File: src/rtl/cnn_mac_pipe_if.sv
// Stream bundle for cnn_mac_pipe: operand beats in, packet sums out.
// Each direction has its own valid/ready pair.
interface cnn_mac_pipe_if #(
    parameter int DIN0_WIDTH = 8,
    parameter int DIN1_WIDTH = 14,
    parameter int DOUT_WIDTH = 22
);
    logic                         in_valid;
    logic                         in_ready;
    logic signed [DIN0_WIDTH-1:0] din0;
    logic signed [DIN1_WIDTH-1:0] din1;
    logic                         in_first;
    logic                         in_last;
    logic                         out_valid;
    logic                         out_ready;
    logic signed [DOUT_WIDTH-1:0] dout;
    logic                         dout_sat;

    // MAC side: consumes beats, produces results
    modport slave (
        input  in_valid, din0, din1, in_first, in_last, out_ready,
        output in_ready, out_valid, dout, dout_sat
    );

    // Producer/consumer side: drives beats, takes results
    modport master (
        output in_valid, din0, din1, in_first, in_last, out_ready,
        input  in_ready, out_valid, dout, dout_sat
    );
endinterface

File: src/rtl/cnn_mac_pipe.sv
// Pipelined signed multiply-accumulate for the CNN convolution datapath.
// Beats carry their first/last flags down a MUL_STAGES-deep product pipe.
// The accumulate stage sums a packet, and the packet's last beat loads a
// saturated or truncated result behind a valid/ready output register.
// A single clock-enable (output empty or being taken) stalls the whole pipe.
// MUL_STAGES must be in 1..4, ACC_WIDTH >= DIN0_WIDTH+DIN1_WIDTH, and
// DOUT_WIDTH <= ACC_WIDTH.
module cnn_mac_pipe #(
    parameter int DIN0_WIDTH = 8,
    parameter int DIN1_WIDTH = 14,
    parameter int ACC_WIDTH  = 32,
    parameter int DOUT_WIDTH = 22,
    parameter int MUL_STAGES = 2,
    parameter int SAT_EN     = 1
) (
    input  logic           ap_clk,
    input  logic           ap_rst_n,
    cnn_mac_pipe_if.slave  mac
);
    localparam int PROD_WIDTH = DIN0_WIDTH + DIN1_WIDTH;
    localparam int LAST       = MUL_STAGES - 1;

    // Clip bounds of the output range, expressed at accumulator width
    localparam logic signed [ACC_WIDTH-1:0] SAT_MAX =
        {{(ACC_WIDTH-DOUT_WIDTH+1){1'b0}}, {(DOUT_WIDTH-1){1'b1}}};
    localparam logic signed [ACC_WIDTH-1:0] SAT_MIN = ~SAT_MAX;

    localparam logic signed [DOUT_WIDTH-1:0] DOUT_MAX = {1'b0, {(DOUT_WIDTH-1){1'b1}}};
    localparam logic signed [DOUT_WIDTH-1:0] DOUT_MIN = {1'b1, {(DOUT_WIDTH-1){1'b0}}};

    logic                         w_ce;
    logic signed [PROD_WIDTH-1:0] w_prod;
    logic signed [ACC_WIDTH-1:0]  w_prod_ext;
    logic signed [ACC_WIDTH-1:0]  w_acc_next;
    logic signed [DOUT_WIDTH-1:0] w_dout;
    logic                         w_sat;
    logic                         w_emit;

    logic [MUL_STAGES-1:0]        r_vld;
    logic [MUL_STAGES-1:0]        r_first;
    logic [MUL_STAGES-1:0]        r_last;
    logic signed [PROD_WIDTH-1:0] r_prod [MUL_STAGES];
    logic signed [ACC_WIDTH-1:0]  r_acc;
    logic                         r_out_valid;
    logic signed [DOUT_WIDTH-1:0] r_dout;
    logic                         r_dout_sat;

    assign w_ce         = !r_out_valid || mac.out_ready;
    assign mac.in_ready = w_ce;

    // Full-precision signed product of the incoming operands
    assign w_prod = PROD_WIDTH'(mac.din0) * PROD_WIDTH'(mac.din1);

    // Product pipe: beats and their flags move one stage per enabled cycle
    always_ff @(posedge ap_clk or negedge ap_rst_n) begin
        if (!ap_rst_n) begin
            r_vld   <= '0;
            r_first <= '0;
            r_last  <= '0;
            for (int unsigned i = 0; i < MUL_STAGES; i++) begin
                r_prod[i] <= '0;
            end
        end else if (w_ce) begin
            r_vld[0]   <= mac.in_valid;
            r_first[0] <= mac.in_first;
            r_last[0]  <= mac.in_last;
            r_prod[0]  <= w_prod;
            for (int unsigned i = 1; i < MUL_STAGES; i++) begin
                r_vld[i]   <= r_vld[i-1];
                r_first[i] <= r_first[i-1];
                r_last[i]  <= r_last[i-1];
                r_prod[i]  <= r_prod[i-1];
            end
        end
    end

    assign w_prod_ext = ACC_WIDTH'(r_prod[LAST]);
    assign w_acc_next = r_first[LAST] ? w_prod_ext : r_acc + w_prod_ext;
    assign w_emit     = r_vld[LAST] && r_last[LAST];

    // Narrow the running sum to the output width, clipping when enabled
    always_comb begin
        w_dout = w_acc_next[DOUT_WIDTH-1:0];
        w_sat  = 1'b0;
        if (SAT_EN != 0) begin
            if (w_acc_next > SAT_MAX) begin
                w_dout = DOUT_MAX;
                w_sat  = 1'b1;
            end else if (w_acc_next < SAT_MIN) begin
                w_dout = DOUT_MIN;
                w_sat  = 1'b1;
            end
        end
    end

    // Accumulator: only valid beats update it, bubbles leave it untouched
    always_ff @(posedge ap_clk or negedge ap_rst_n) begin
        if (!ap_rst_n) begin
            r_acc <= '0;
        end else if (w_ce && r_vld[LAST]) begin
            r_acc <= w_acc_next;
        end
    end

    // Output register: load on a last beat, otherwise drain once taken
    always_ff @(posedge ap_clk or negedge ap_rst_n) begin
        if (!ap_rst_n) begin
            r_out_valid <= 1'b0;
            r_dout      <= '0;
            r_dout_sat  <= 1'b0;
        end else if (w_ce) begin
            if (w_emit) begin
                r_out_valid <= 1'b1;
                r_dout      <= w_dout;
                r_dout_sat  <= w_sat;
            end else begin
                r_out_valid <= 1'b0;
            end
        end
    end

    assign mac.out_valid = r_out_valid;
    assign mac.dout      = r_dout;
    assign mac.dout_sat  = r_dout_sat;
endmodule

File: src/flat_wrapper.sv
// flat-port wrapper written by rule: the top's interface ports become plain ports
module cnn_mac_pipe_flat 
#(
    parameter int DIN0_WIDTH = 8,
    parameter int DIN1_WIDTH = 14,
    parameter int ACC_WIDTH  = 32,
    parameter int DOUT_WIDTH = 22,
    parameter int MUL_STAGES = 2,
    parameter int SAT_EN     = 1
)
  (ap_clk, ap_rst_n, mac_in_valid, mac_din0, mac_din1, mac_in_first, mac_in_last, mac_out_ready, mac_in_ready, mac_out_valid, mac_dout, mac_dout_sat);
  cnn_mac_pipe_if #(.DIN0_WIDTH(DIN0_WIDTH), .DIN1_WIDTH(DIN1_WIDTH), .DOUT_WIDTH(DOUT_WIDTH)) mac_i ();
  input  logic ap_clk;
  input  logic ap_rst_n;
  input wire logic [$bits(mac_i.in_valid)-1:0] mac_in_valid;
  input wire logic [$bits(mac_i.din0)-1:0] mac_din0;
  input wire logic [$bits(mac_i.din1)-1:0] mac_din1;
  input wire logic [$bits(mac_i.in_first)-1:0] mac_in_first;
  input wire logic [$bits(mac_i.in_last)-1:0] mac_in_last;
  input wire logic [$bits(mac_i.out_ready)-1:0] mac_out_ready;
  output wire logic [$bits(mac_i.in_ready)-1:0] mac_in_ready;
  output wire logic [$bits(mac_i.out_valid)-1:0] mac_out_valid;
  output wire logic [$bits(mac_i.dout)-1:0] mac_dout;
  output wire logic [$bits(mac_i.dout_sat)-1:0] mac_dout_sat;
  assign mac_i.in_valid = mac_in_valid;
  assign mac_i.din0 = mac_din0;
  assign mac_i.din1 = mac_din1;
  assign mac_i.in_first = mac_in_first;
  assign mac_i.in_last = mac_in_last;
  assign mac_i.out_ready = mac_out_ready;
  assign mac_in_ready = mac_i.in_ready;
  assign mac_out_valid = mac_i.out_valid;
  assign mac_dout = mac_i.dout;
  assign mac_dout_sat = mac_i.dout_sat;
  cnn_mac_pipe #(.DIN0_WIDTH(DIN0_WIDTH), .DIN1_WIDTH(DIN1_WIDTH), .ACC_WIDTH(ACC_WIDTH), .DOUT_WIDTH(DOUT_WIDTH), .MUL_STAGES(MUL_STAGES), .SAT_EN(SAT_EN)) u_core (.ap_clk(ap_clk), .ap_rst_n(ap_rst_n), .mac(mac_i));
endmodule
File: config.mk
export PLATFORM = sky130hd
export DESIGN_NAME = cnn_mac_pipe_flat
export DESIGN_NICKNAME = d
export VERILOG_FILES = /design/src/rtl/cnn_mac_pipe_if.sv /design/src/rtl/cnn_mac_pipe.sv /design/src/flat_wrapper.sv
export SDC_FILE = /design/constraint.sdc
export NUM_CORES = 1
export LEC_CHECK = 0
export BUFFER_PORTS_ARGS = -buffer_cell sky130_fd_sc_hd__buf_2
export CORE_MARGIN = 10
export CORE_UTILIZATION = 45
export CTS_BUF_LIST = sky130_fd_sc_hd__clkbuf_4 sky130_fd_sc_hd__clkbuf_8
export CTS_CLUSTER_SIZE = 20
export DETAILED_ROUTE_END_ITERATION = 12
export GPL_ROUTABILITY_DRIVEN = 1
export MAX_ROUTING_LAYER = met4
export PLACE_DENSITY = 0.69
export SLEW_MARGIN = 20
export SYNTH_ARGS = -nofsm -noshare
export SYNTH_HDL_FRONTEND = slang
export SYNTH_SLANG_ARGS = --single-unit
File: constraint.sdc
create_clock -name ap_clk -period 7.19 [get_ports ap_clk]
set_input_delay 1.438 -clock ap_clk [delete_from_list [all_inputs] [get_ports ap_clk]]
set_output_delay 1.438 -clock ap_clk [all_outputs]
set_load 0.01 [all_outputs]
### Word level (Yosys, flattened, before mapping)

Cells that the tools add are included.
W data, S select, Z words.

* flip-flop bits (word level): 106
* input port bits: 28
* output and inout bits: 25
* logic and storage cells: 24

* $add $sub $neg: 1
* multiply operators: 1
* $lt $le $gt $ge: 2
* multiplexer cells: 6
* reductions and logical operators: 5

Operators by type and width (number)
* $mux W22: 2
* $add A32 B22 Y32: 1
* $gt A32 B22 Y1 const B: 1
* $lt A32 B22 Y1 const B: 1
* $mux W32: 1
* $mul A8 B14 Y22: 1
* $mux W1: 3
* $logic_and A1 B1 Y1: 2
* $reduce_and A2 Y1: 1
* $logic_not A1 Y1: 1
* $logic_or A1 B1 Y1: 1

### Longest topological paths before layout

Gate-level depths: netlist of run 1.

* depth after elaboration: 5
* depth in mapped cells: 21
* gate-level depth less buffers: 20

### Worst setup path before layout of run 1

No wires, ideal clock.

* path type: input to register
* start point: input port mac_din0[7]
* end point: register u_core.r_prod[40] (netlist bit)
* library setup time: 0.130 ns
* arrival time: 5.754 ns
* setup slack: 1.306 ns
* cell stages on the path: 18
* path buffers: 1
* path through: inv_1 -> clkbuf_1 -> nor2_1 -> fa_1 -> fa_1 -> fa_1 -> inv_1 -> fa_1 -> inv_1 -> ha_1 -> a21boi_0 -> o21ai_0 -> a21boi_0 -> o2111ai_1 -> nand3_1 -> a31o_2 -> a211oi_1 -> o21ai_0

* longest elaborated chain between the ends: 1

Ends and longest elaborated chain
* from (decl): RTL line flat_wrapper.sv:16 `input wire logic [$bits(mac_i.din0)-1:0] mac_din0;`
* $mul A8 B14 Y22: RTL line cnn_mac_pipe.sv:52 `assign w_prod = PROD_WIDTH'(mac.din0) * PROD_WIDTH'(mac.din1);`
* to (signal, indexed assignment): RTL line cnn_mac_pipe.sv:72 `r_prod[i] <= r_prod[i-1];`
* to (decl): RTL line cnn_mac_pipe.sv:42 `logic signed [PROD_WIDTH-1:0] r_prod [MUL_STAGES];`

No other way between the ends.
A chain may end at the register's enable or synchronous reset.

### Worst setup path after layout of run 1

Ends and elaborated chain as after synthesis.

==> flow_metrics.tcl, run 1 <==
set metrics [dict create \
    run_status "completed" \
    vias 8106 \
    postCtsSetupBuffers 0 \
    yosysTopAreaCell "dfrtp_1" \
    fillers 2169 \
    yosys-top-cells-area "dfrtp_1 (26%), fa_1 (18%), ha_1 (8.7%), nand2_1 (7.5%), inv_1 (5.0%)" \
    cts_resized 0 \
    place_congestion 0.922 \
    drive_above_1_share_pct 8.16 \
    synth_fp_nets 1399 \
    cp-start-kind "primary input" \
    tns_ns 0 \
    hold_viol_final 0 \
    yosysUniqueCellTypes 71 \
    coreArea_mm2 0.0226 \
    cts_max_level 3 \
    cp_max_fo 12 \
    cts_buffers 9 \
    die_w_um 172 \
    synth_commonest_cells "nand2_1 (208), inv_1 (139), dfrtp_1 (106)" \
    path_clk_slew_ns 0.13 \
    overflow 0 \
    synth-edff-count 0 \
    start_util_pct 45.8 \
    synth_ff_type "dfrtp_1" \
    yosysWarningCount 0 \
    grt_pass1_wl_um 39700 \
    synth_area_mm2 0.0104 \
    p_leak_nw 5.33 \
    clock-sinks 106 \
    clock.fmax_mhz 170 \
    synth_top_area_share_pct 25.6 \
    cp.required_ns 7.47 \
    fin_worst_skew_ns 0.0191 \
    cts_tree "built" \
    ioPinCount 53 \
    postCtsHoldBufs 0 \
    clockBufferDepth 2 \
    wirelength_um 23300 \
    row_count 55 \
    die_h_um 172 \
    antennaDiodeCount 0 \
    wl_per_cell_um 15.4 \
    first_pass_iters 5 \
    antenna_found_initial 0 \
    drv_cap 0 \
    rsz0062_at_grt "no" \
    relSlewSlack_pct 35.4 \
    grt_pass1_vias 8140 \
    drc_errors 0 \
    synth.most_common_cell "nand2_1" \
    ys_seq_area_share_pct 25.6 \
    cp-end-kind "register" \
    syn_avg_cell_area_um2 8.60 \
    port-buffer-count 52 \
    dieArea_mm2 0.0295 \
    place_area_mm2 0.0108 \
    finalCritPeriodShare_pct 82.0 \
    drt_iter0_drc 348 \
    synthCells 1207 \
    arrival_ns 6.18 \
    area_growth_pct 6.40 \
    grt_max_degree 84 \
    fin_crit_ns 5.90 \
    crit_type "in -> reg" \
    clk_latency_ns 0.40 \
    async_flop_share_pct 100 \
    vias_per_cell 5.37 \
    finalInstanceArea_mm2 0.0110 \
    track_usage_pct 16.8 \
    root_buffer "clkbuf_8" \
    dp_hpwl_um 18100 \
    fin_util_pct 48.8 \
    worst_pin_slew_ns 0.968 \
    final_antenna_net_count 0 \
    finalNetCount 1412 \
    setup_viol 0 \
    hold_path_class "reg -> reg" \
    power.density_mw_per_mm2 505 \
    slew_violations 0 \
    synth_seq_cells 106 \
    irDropWorstVdd_mv 0.179 \
]
## worst paths after layout
check | from | to | slack [ns] | depth (start not counted)
hold reg to reg | u_core.r_last[0] | u_core.r_last[0] | 0.48 | 2
min in group asynchronous | ap_rst_n | u_core.mac.dout[5] | 0.94 | 1
setup reg to reg | u_core.r_prod[21] | u_core.mac.dout[3] | 2.25 | 12
setup / recovery | mac_din0[7] | u_core.r_prod[40] | 1.29 | 18
hold / removal | u_core.r_last[0] | u_core.r_last[0] | 0.48 | 2
max in group asynchronous | ap_rst_n | u_core.r_prod[15] | 5.19 | 2
## cells by family after synthesis
kind of cell | share of synthesized area, %
compound gates | 16.5
xor+xnor | 3.70
fa+ha+maj | 26.4
buf+inv | 7.39
flops | 25.6
mux | 0.711
simple gates | 19.7
## cells in the final DEF (no fill, tap or decap), types with 5 or more instances in the layout
cell type  synthesis  final
a31oi_1            6      6
o211ai_1           6      6
nand2b_1           8      8
xor2_1            19     19
fa_1              92     92
a21oi_1           76     76
nor2_1            63     63
o31ai_1           11     11
o21ai_0           68     68
inv_1            139    138
buf_2              8     51
a32o_1            20     20
ha_1              72     72
dfrtp_1          106    106
nand3_1           18     17
and4_1             5      5
nand4_1            5      5
a211oi_1          13     13
and2_1            74     74
nor2b_1            7      6
a21o_1            19     19
nand2_1          208    207
buf_4              2      6
and3_1             8      8
nor3_1            10     10
xnor2_1           23     23
clkbuf_8           0      9
## critical path, stage by stage
cell and delay [ns]:
buf_2 0.13, inv_1 0.31, nor2_1 0.13, fa_1 0.52, fa_1 0.51, fa_1 0.54
inv_1 0.05, fa_1 0.52, inv_1 0.04, ha_1 0.33, a21boi_0 0.15, o21ai_0 0.22
a21boi_0 0.19, o2111ai_1 0.28, nand3_1 0.20, a31o_2 0.28, a211oi_1 0.21, o21ai_0 0.11
## state kept, by name, indices dropped and copies added, names as in the netlist
name                  flops
u_core.mac.dout_sat       1
u_core.mac.dout          22
u_core.r_vld              2
u_core.r_acc             32
u_core.r_prod            44
u_core.mac.out_valid      1
u_core.r_first            2
u_core.r_last             2
## per-layer routing
| metal | up-vias | track usage, % | routed length [um] |
|---|---|---|---|
| met5 | - | - | 0 |
| met4 | 0 | 4.24 | 332 |
| met1 | 3920 | 22.2 | 11400 |
| li1 | 4045 | - | - |
| met2 | 122 | 27.3 | 11000 |
| met3 | 19 | 1.53 | 545 |
## cell type report
cell class	count	area (um2)	share of cell area (%)
Clock buffer	9	124	1.12
Clock inverter	7	91.3	0.827
Inverter	139	522	4.72
Multi-Input combinational cell	906	6990	63.3
Sequential cell	106	2650	24.0
Tap cell	285	357	3.23
Timing Repair Buffer	58	312	2.82
## power by group
| group | internal [mW] | switching [mW] | total (mW) |
|---|---|---|---|
| Combinational | 1.64 | 2.45 | 4.09 |
| Sequential | 0.898 | 0.200 | 1.10 |
| Clock | 0.143 | 0.249 | 0.391 |
| Total | 2.68 | 2.90 | 5.58 |
## through the flow
| step | worst slack [ns] | std cells | power (mW) | hold slack (ns) |
|---|---|---|---|---|
| 2_1_floorplan | 1.31 | 1207 | 4.29 | 0.439 |
| 3_3_place_gp | 0.965 | 1494 | 5.10 | 0.449 |
| 3_5_place_dp | 0.912 | 1494 | 5.17 | 0.455 |
| 4_1_cts | 1.33 | 1510 | 5.59 | 0.482 |
| 5_1_grt | 0.982 | 1510 | 6.20 | 0.502 |
| 6_report | 1.29 | 1510 | 5.58 | 0.480 |
Note: power is estimated with default switching activity, not from simulation.
==> run 2: changes to the inputs <==
clock period = 6.1 ns   (was 7.19 ns; I/O delays follow)
==> run 2 against run 1 <==
Sequential share of layout area about the same. Utilization increased by 0.061 points. Die area did not move. Setup slack got worse by 0.70 ns. First-iteration DRC count is 23% higher. Critical path type unchanged. Via count is 0.27% lower.
==> flow_metrics.tcl, run 2 (same netlist as run 1, synthesis figures left out) <==
set metrics [dict create \
    final_antenna_net_count 0 \
    dp_slack_ns 0.165 \
    vias_per_cell 5.34 \
    antenna_found_initial 0 \
    start_util_pct 45.8 \
    fillers 2164 \
    grt_pass1_vias 8329 \
    multi_input_area_mm2 0.00697 \
    setup_viol 0 \
    drive_above_1_share_pct 8.38 \
    cts_tree "built" \
    row_count 55 \
    cts_max_level 3 \
    place_congestion 0.937 \
    dieArea_mm2 0.0295 \
    cp-start-kind "primary input" \
    cp.required_ns 6.38 \
    fin_crit_ns 5.51 \
    ioPinCount 53 \
    hold_viol_final 0 \
    layout_common_cells "nand2_1 (208), inv_1 (138), dfrtp_1 (106), fa_1 (92), a21oi_1 (76)" \
    overflow 0 \
    relSlewSlack_pct 39.8 \
    antennaDiodeCount 0 \
    slew_violations 0 \
    drc_errors 0 \
    largest_reg_flops 44 \
    switchingPower_mw 3.38 \
    vias 8084 \
    worst_slack_ns 0.590 \
    regArea_mm2 0.00265 \
    track_usage_pct 17.1 \
    cp-end-kind "register" \
    die_h_um 172 \
    die_w_um 172 \
    crit_type "in -> reg" \
    p_int_mw 3.20 \
    arrival_ns 5.79 \
    rsz0062_at_grt "no" \
    drv_cap 0 \
    fin_hold_ws_ns 0.476 \
    first_pass_iters 5 \
    wirelength_um 23200 \
    power.share.clock_pct 7.2 \
    hold_path_class "reg -> reg" \
    clock-sinks 106 \
    area_growth_pct 6.53 \
    coreArea_mm2 0.0226 \
    tns_ns 0 \
    fin_worst_skew_ns 0.0138 \
    swShare_pct 51.3 \
    finalNetCount 1416 \
    path_clk_slew_ns 0.11 \
    dp_hpwl_um 18200 \
    power.density_mw_per_mm2 595 \
    finalCritPeriodShare_pct 90.3 \
    wl_per_cell_um 15.3 \
    final_common_cell "nand2_1" \
    grt_pass1_wl_um 40400 \
    run_status "completed" \
    clockBufferDepth 2 \
    seqPwrFrac_pct 19.6 \
    irDropWorstVdd_mv 0.227 \
    port-buffer-count 52 \
    worst_pin_slew_ns 0.897 \
    cp_max_fo 14 \
    cts_buffers 9 \
    postCtsSetupBuffers 0 \
    drt_iter0_drc 427 \
    largest_register "u_core.r_prod" \
    clock.fmax_mhz 181 \
    cts_resized 0 \
    comb_power_share_pct 73.2 \
    clk_latency_ns 0.40 \
    root_buffer "clkbuf_8" \
    postCtsHoldBufs 0 \
    p_leak_nw 5.34 \
    grt_max_degree 64 \
]
## run 2: critical path: stages
cell       delay, ns
buf_2           0.22
nand2_1         0.12
fa_1            0.44
inv_1           0.09
fa_1            0.39
inv_1           0.08
fa_1            0.43
fa_1            0.54
inv_1           0.04
ha_1            0.32
nor2b_1         0.14
o21ai_0         0.19
a21boi_0        0.15
o21ai_0         0.22
a21boi_0        0.18
o2111ai_1       0.29
nand3_1         0.18
a31o_2          0.27
a211oi_1        0.20
o21ai_0         0.11
## run 2: final timing paths
| kind | startpoint | end | slack, ns | cells past startpoint |
|---|---|---|---|---|
| max reg2reg | u_core.r_prod[21] | u_core.mac.dout[11] | 1.52 | 13 |
| max in group asynchronous | ap_rst_n | u_core.r_prod[38] | 4.07 | 2 |
| min | u_core.r_last[0] | u_core.r_last[0] | 0.48 | 2 |
| min in group asynchronous | ap_rst_n | u_core.r_acc[7] | 0.83 | 1 |
| max | mac_din0[4] | u_core.r_prod[40] | 0.59 | 20 |
| min reg2reg | u_core.r_last[0] | u_core.r_last[0] | 0.48 | 2 |
## run 2: power groups by stage
stage	combinational (mW)	sequential, mW	clock [mW]
finish	4.81	1.29	0.477
CTS	4.83	1.29	0.492
detailed placement	4.80	1.30	0
global route	5.49	1.34	0.518
floorplan	3.79	1.27	0
global placement	4.74	1.29	0
## run 2: cell type report
type | instances | share of cell area, %
Clock buffer | 10 | 1.19
Clock inverter | 6 | 0.769
Inverter | 139 | 4.72
Multi-Input combinational cell | 906 | 63.1
Sequential cell | 106 | 24.0
Tap cell | 285 | 3.22
Timing Repair Buffer | 62 | 3.05
## run 2: routing by layer
metal  part of all wire, %  wire length [um]  up-vias  GRT usage [%]
met3                   2.8               661       24           1.78
met1                    48             11300     3861           22.2
li1                      -                 -     4059              -
met5                     0                 0        -              -
met4                   1.9               444        0           5.43
met2                    47             10900      140           27.7
## run 2: per-stage QoR
stage	total power [mW]	cells	utilization, %	cell area, um2
floorplan	5.06	1207	-	10400
detailed placement	6.10	1498	47.9	10800
finish	6.58	1514	48.8	11100
CTS	6.61	1514	48.8	11100
global placement	6.03	1498	47.9	10800
global route	7.35	1514	48.8	11100
==> run 3: changes to the inputs <==
CORE_MARGIN = 2   (was 10)
PLACE_DENSITY = unset   (was 0.69)
PLACE_DENSITY_LB_ADDON = 0.15   (was unset)
==> run 3 against run 2 <==
Register-to-register slack worse by 0.13 ns. Combinational power about the same. Global-route usage up 3.3 points. Sequential power about the same. Sequential cell count unchanged. Count of clock-buffer cells in the layout down 1. Via count down 1.7%. Setup slack better by 0.057 ns. Critical path type unchanged.
==> flow_metrics.tcl, run 3 (same netlist as run 1, synthesis figures left out) <==
set metrics [dict create \
    run_status "completed" \
    grt_pass1_wl_um 39300 \
    track_usage_pct 20.4 \
    antennaDiodeCount 0 \
    path_buf_inv 4 \
    dieArea_mm2 0.0243 \
    slew_violations 0 \
    crit_path_max_incr_delay_ns 0.54 \
    coreArea_mm2 0.0226 \
    total_power_mw 6.59 \
    start_util_pct 45.8 \
    p_leak_nw 5.35 \
    vias_per_cell 5.25 \
    cp.required_ns 6.39 \
    cts_max_level 3 \
    clock-sinks 106 \
    seqPwrFrac_pct 19.6 \
    wirelength_um 22900 \
    cts_resized 0 \
    port-buffer-count 52 \
    final_cells 1515 \
    wl_per_cell_um 15.1 \
    area_growth_pct 6.62 \
    power.share.clock_pct 7.1 \
    swShare_pct 52.0 \
    postCtsSetupBuffers 0 \
    dp_hpwl_um 17800 \
    grt_pass1_vias 7825 \
    switchingPower_mw 3.43 \
    clk_latency_ns 0.42 \
    cts_buffers 9 \
    antenna_found_initial 0 \
    rsz0062_at_grt "no" \
    min_from "u_core.r_prod[39]" \
    drv_cap 0 \
    hold_path_class "reg -> reg" \
    first_pass_iters 5 \
    fin_crit_ns 5.45 \
    worst_pin_slew_ns 1.11 \
    comb_power_share_pct 73.3 \
    worstPathCellList "buf_2 -> nand2_1 -> fa_1 -> inv_1 -> fa_1 -> inv_1 -> fa_1 -> fa_1 -> inv_1 -> ha_1 -> nor2b_1 -> o21ai_0 -> a21boi_0 -> o21ai_0 -> a21boi_0 -> o2111ai_1 -> nand3_1 -> a31o_2 -> a211oi_1 -> o21ai_0" \
    crit_type "in -> reg" \
    cp_max_fo 14 \
    cp_top_family "adder cells" \
    r2r_cells 12 \
    min_path_cells 2 \
    root_buffer "clkbuf_8" \
    row_count 55 \
    final_antenna_net_count 0 \
    holdPathEnd "u_core.r_prod[17]" \
    cp-start-kind "primary input" \
    layout_common_cells "nand2_1 (207), inv_1 (138), dfrtp_1 (106), fa_1 (92), a21oi_1 (76)" \
    vias 7950 \
    r2r_end "u_core.mac.dout[0]" \
    largest_register "u_core.r_prod" \
    fin_worst_skew_ns 0.0268 \
    relSlewSlack_pct 25.6 \
    finalNetCount 1417 \
    tns_ns 0 \
    path_common_cell "fa_1" \
    placed_cells 1499 \
    final_common_cell "nand2_1" \
    die_h_um 156 \
    worst_slack_ns 0.647 \
    drt_iter0_drc 307 \
    place_congestion 0.898 \
    power.density_mw_per_mm2 596 \
    postCtsHoldBufs 0 \
    drc_errors 0 \
    cp-end-kind "register" \
    irDropWorstVdd_mv 0.209 \
    worstReg2RegStart "u_core.r_prod[21]" \
    ioPinCount 53 \
    clock.fmax_mhz 183 \
    arrival_ns 5.74 \
    overflow 0 \
    largest_reg_flops 44 \
    drive_above_1_share_pct 8.54 \
    cts_tree "built" \
    p_int_mw 3.17 \
    clockBufferDepth 2 \
    hold_viol_final 0 \
    finalCritPeriodShare_pct 89.4 \
    setup_viol 0 \
    path_clk_slew_ns 0.11 \
    grt_max_degree 64 \
    die_w_um 156 \
    cpMaxStageDelayCell "fa_1" \
    r2r_slack_ns 1.39 \
    dp_slack_ns 0.218 \
]
[run 3: cell types whose count changed in the layout (fill, tap and decap cells not counted), sizes merged]
cell	before	now
buf	62	63
bufinv	1	0
clkbuf	10	9
clkinv	1	2
clkinvlp	1	0
inv	142	144
[run 3: worst max path at each step]
| stage | start | end | slack (ns) | cells past startpoint |
|---|---|---|---|---|
| floorplan | mac_din0[7] | u_core.r_prod[40] | 0.43 | 18 |
| global placement | mac_din0[3] | u_core.r_prod[40] | 0.25 | 20 |
| detailed placement | mac_din0[3] | u_core.r_prod[40] | 0.22 | 20 |
| CTS | mac_din1[0] | u_core.r_prod[43] | 0.67 | 19 |
| global route | mac_din1[0] | u_core.r_prod[40] | 0.33 | 19 |
| finish | mac_din0[3] | u_core.r_prod[40] | 0.65 | 20 |
[run 3: metal layers]
| metal | share of wire (%) | global-route usage [%] | vias to the layer above |
|---|---|---|---|
| li1 | - | - | 4062 |
| met1 | 50 | 28.2 | 3775 |
| met2 | 46 | 32.6 | 93 |
| met3 | 1.9 | 1.53 | 20 |
| met4 | 1.7 | 5.90 | 0 |
| met5 | 0 | - | - |
[run 3: metrics by stage]
stage | cell area (um2) | utilization (%) | hold WS [ns]
2_1_floorplan | 10400 | - | 0.439
3_3_place_gp | 10900 | 47.9 | 0.452
3_5_place_dp | 10900 | 47.9 | 0.455
4_1_cts | 11100 | 48.9 | 0.484
5_1_grt | 11100 | 48.9 | 0.513
6_report | 11100 | 48.9 | 0.483
[run 3: layout make-up]
cell class              count  area, um2
multi-input cells         906       6980
clock buffers               9        124
inverters                 139        522
flip-flops and latches    106       2650
clock inverters             7       86.3
fillers                  2230      11600
repair buffers             63        345
well taps                 285        357
[run 3: worst reg2reg max path: stages, from the launching register on]
cell and delay [ns]:
dfrtp_1 0.85, ha_1 0.48, a21o_1 0.22, a21o_1 0.18, a21oi_1 0.31, o2111ai_2 0.22
a41oi_1 0.34, mux2_2 0.23, nor2_1 0.05, or3_1 0.37, o21ai_1 0.89, buf_4 0.36
a32o_1 0.18
[run 3: power groups by stage]
stage,combinational (mW),sequential (mW),clock (mW)
finish,4.83,1.29,0.467
global placement,4.77,1.30,0
detailed placement,4.82,1.31,0
floorplan,3.79,1.27,0
global route,5.48,1.33,0.507
CTS,4.84,1.29,0.486
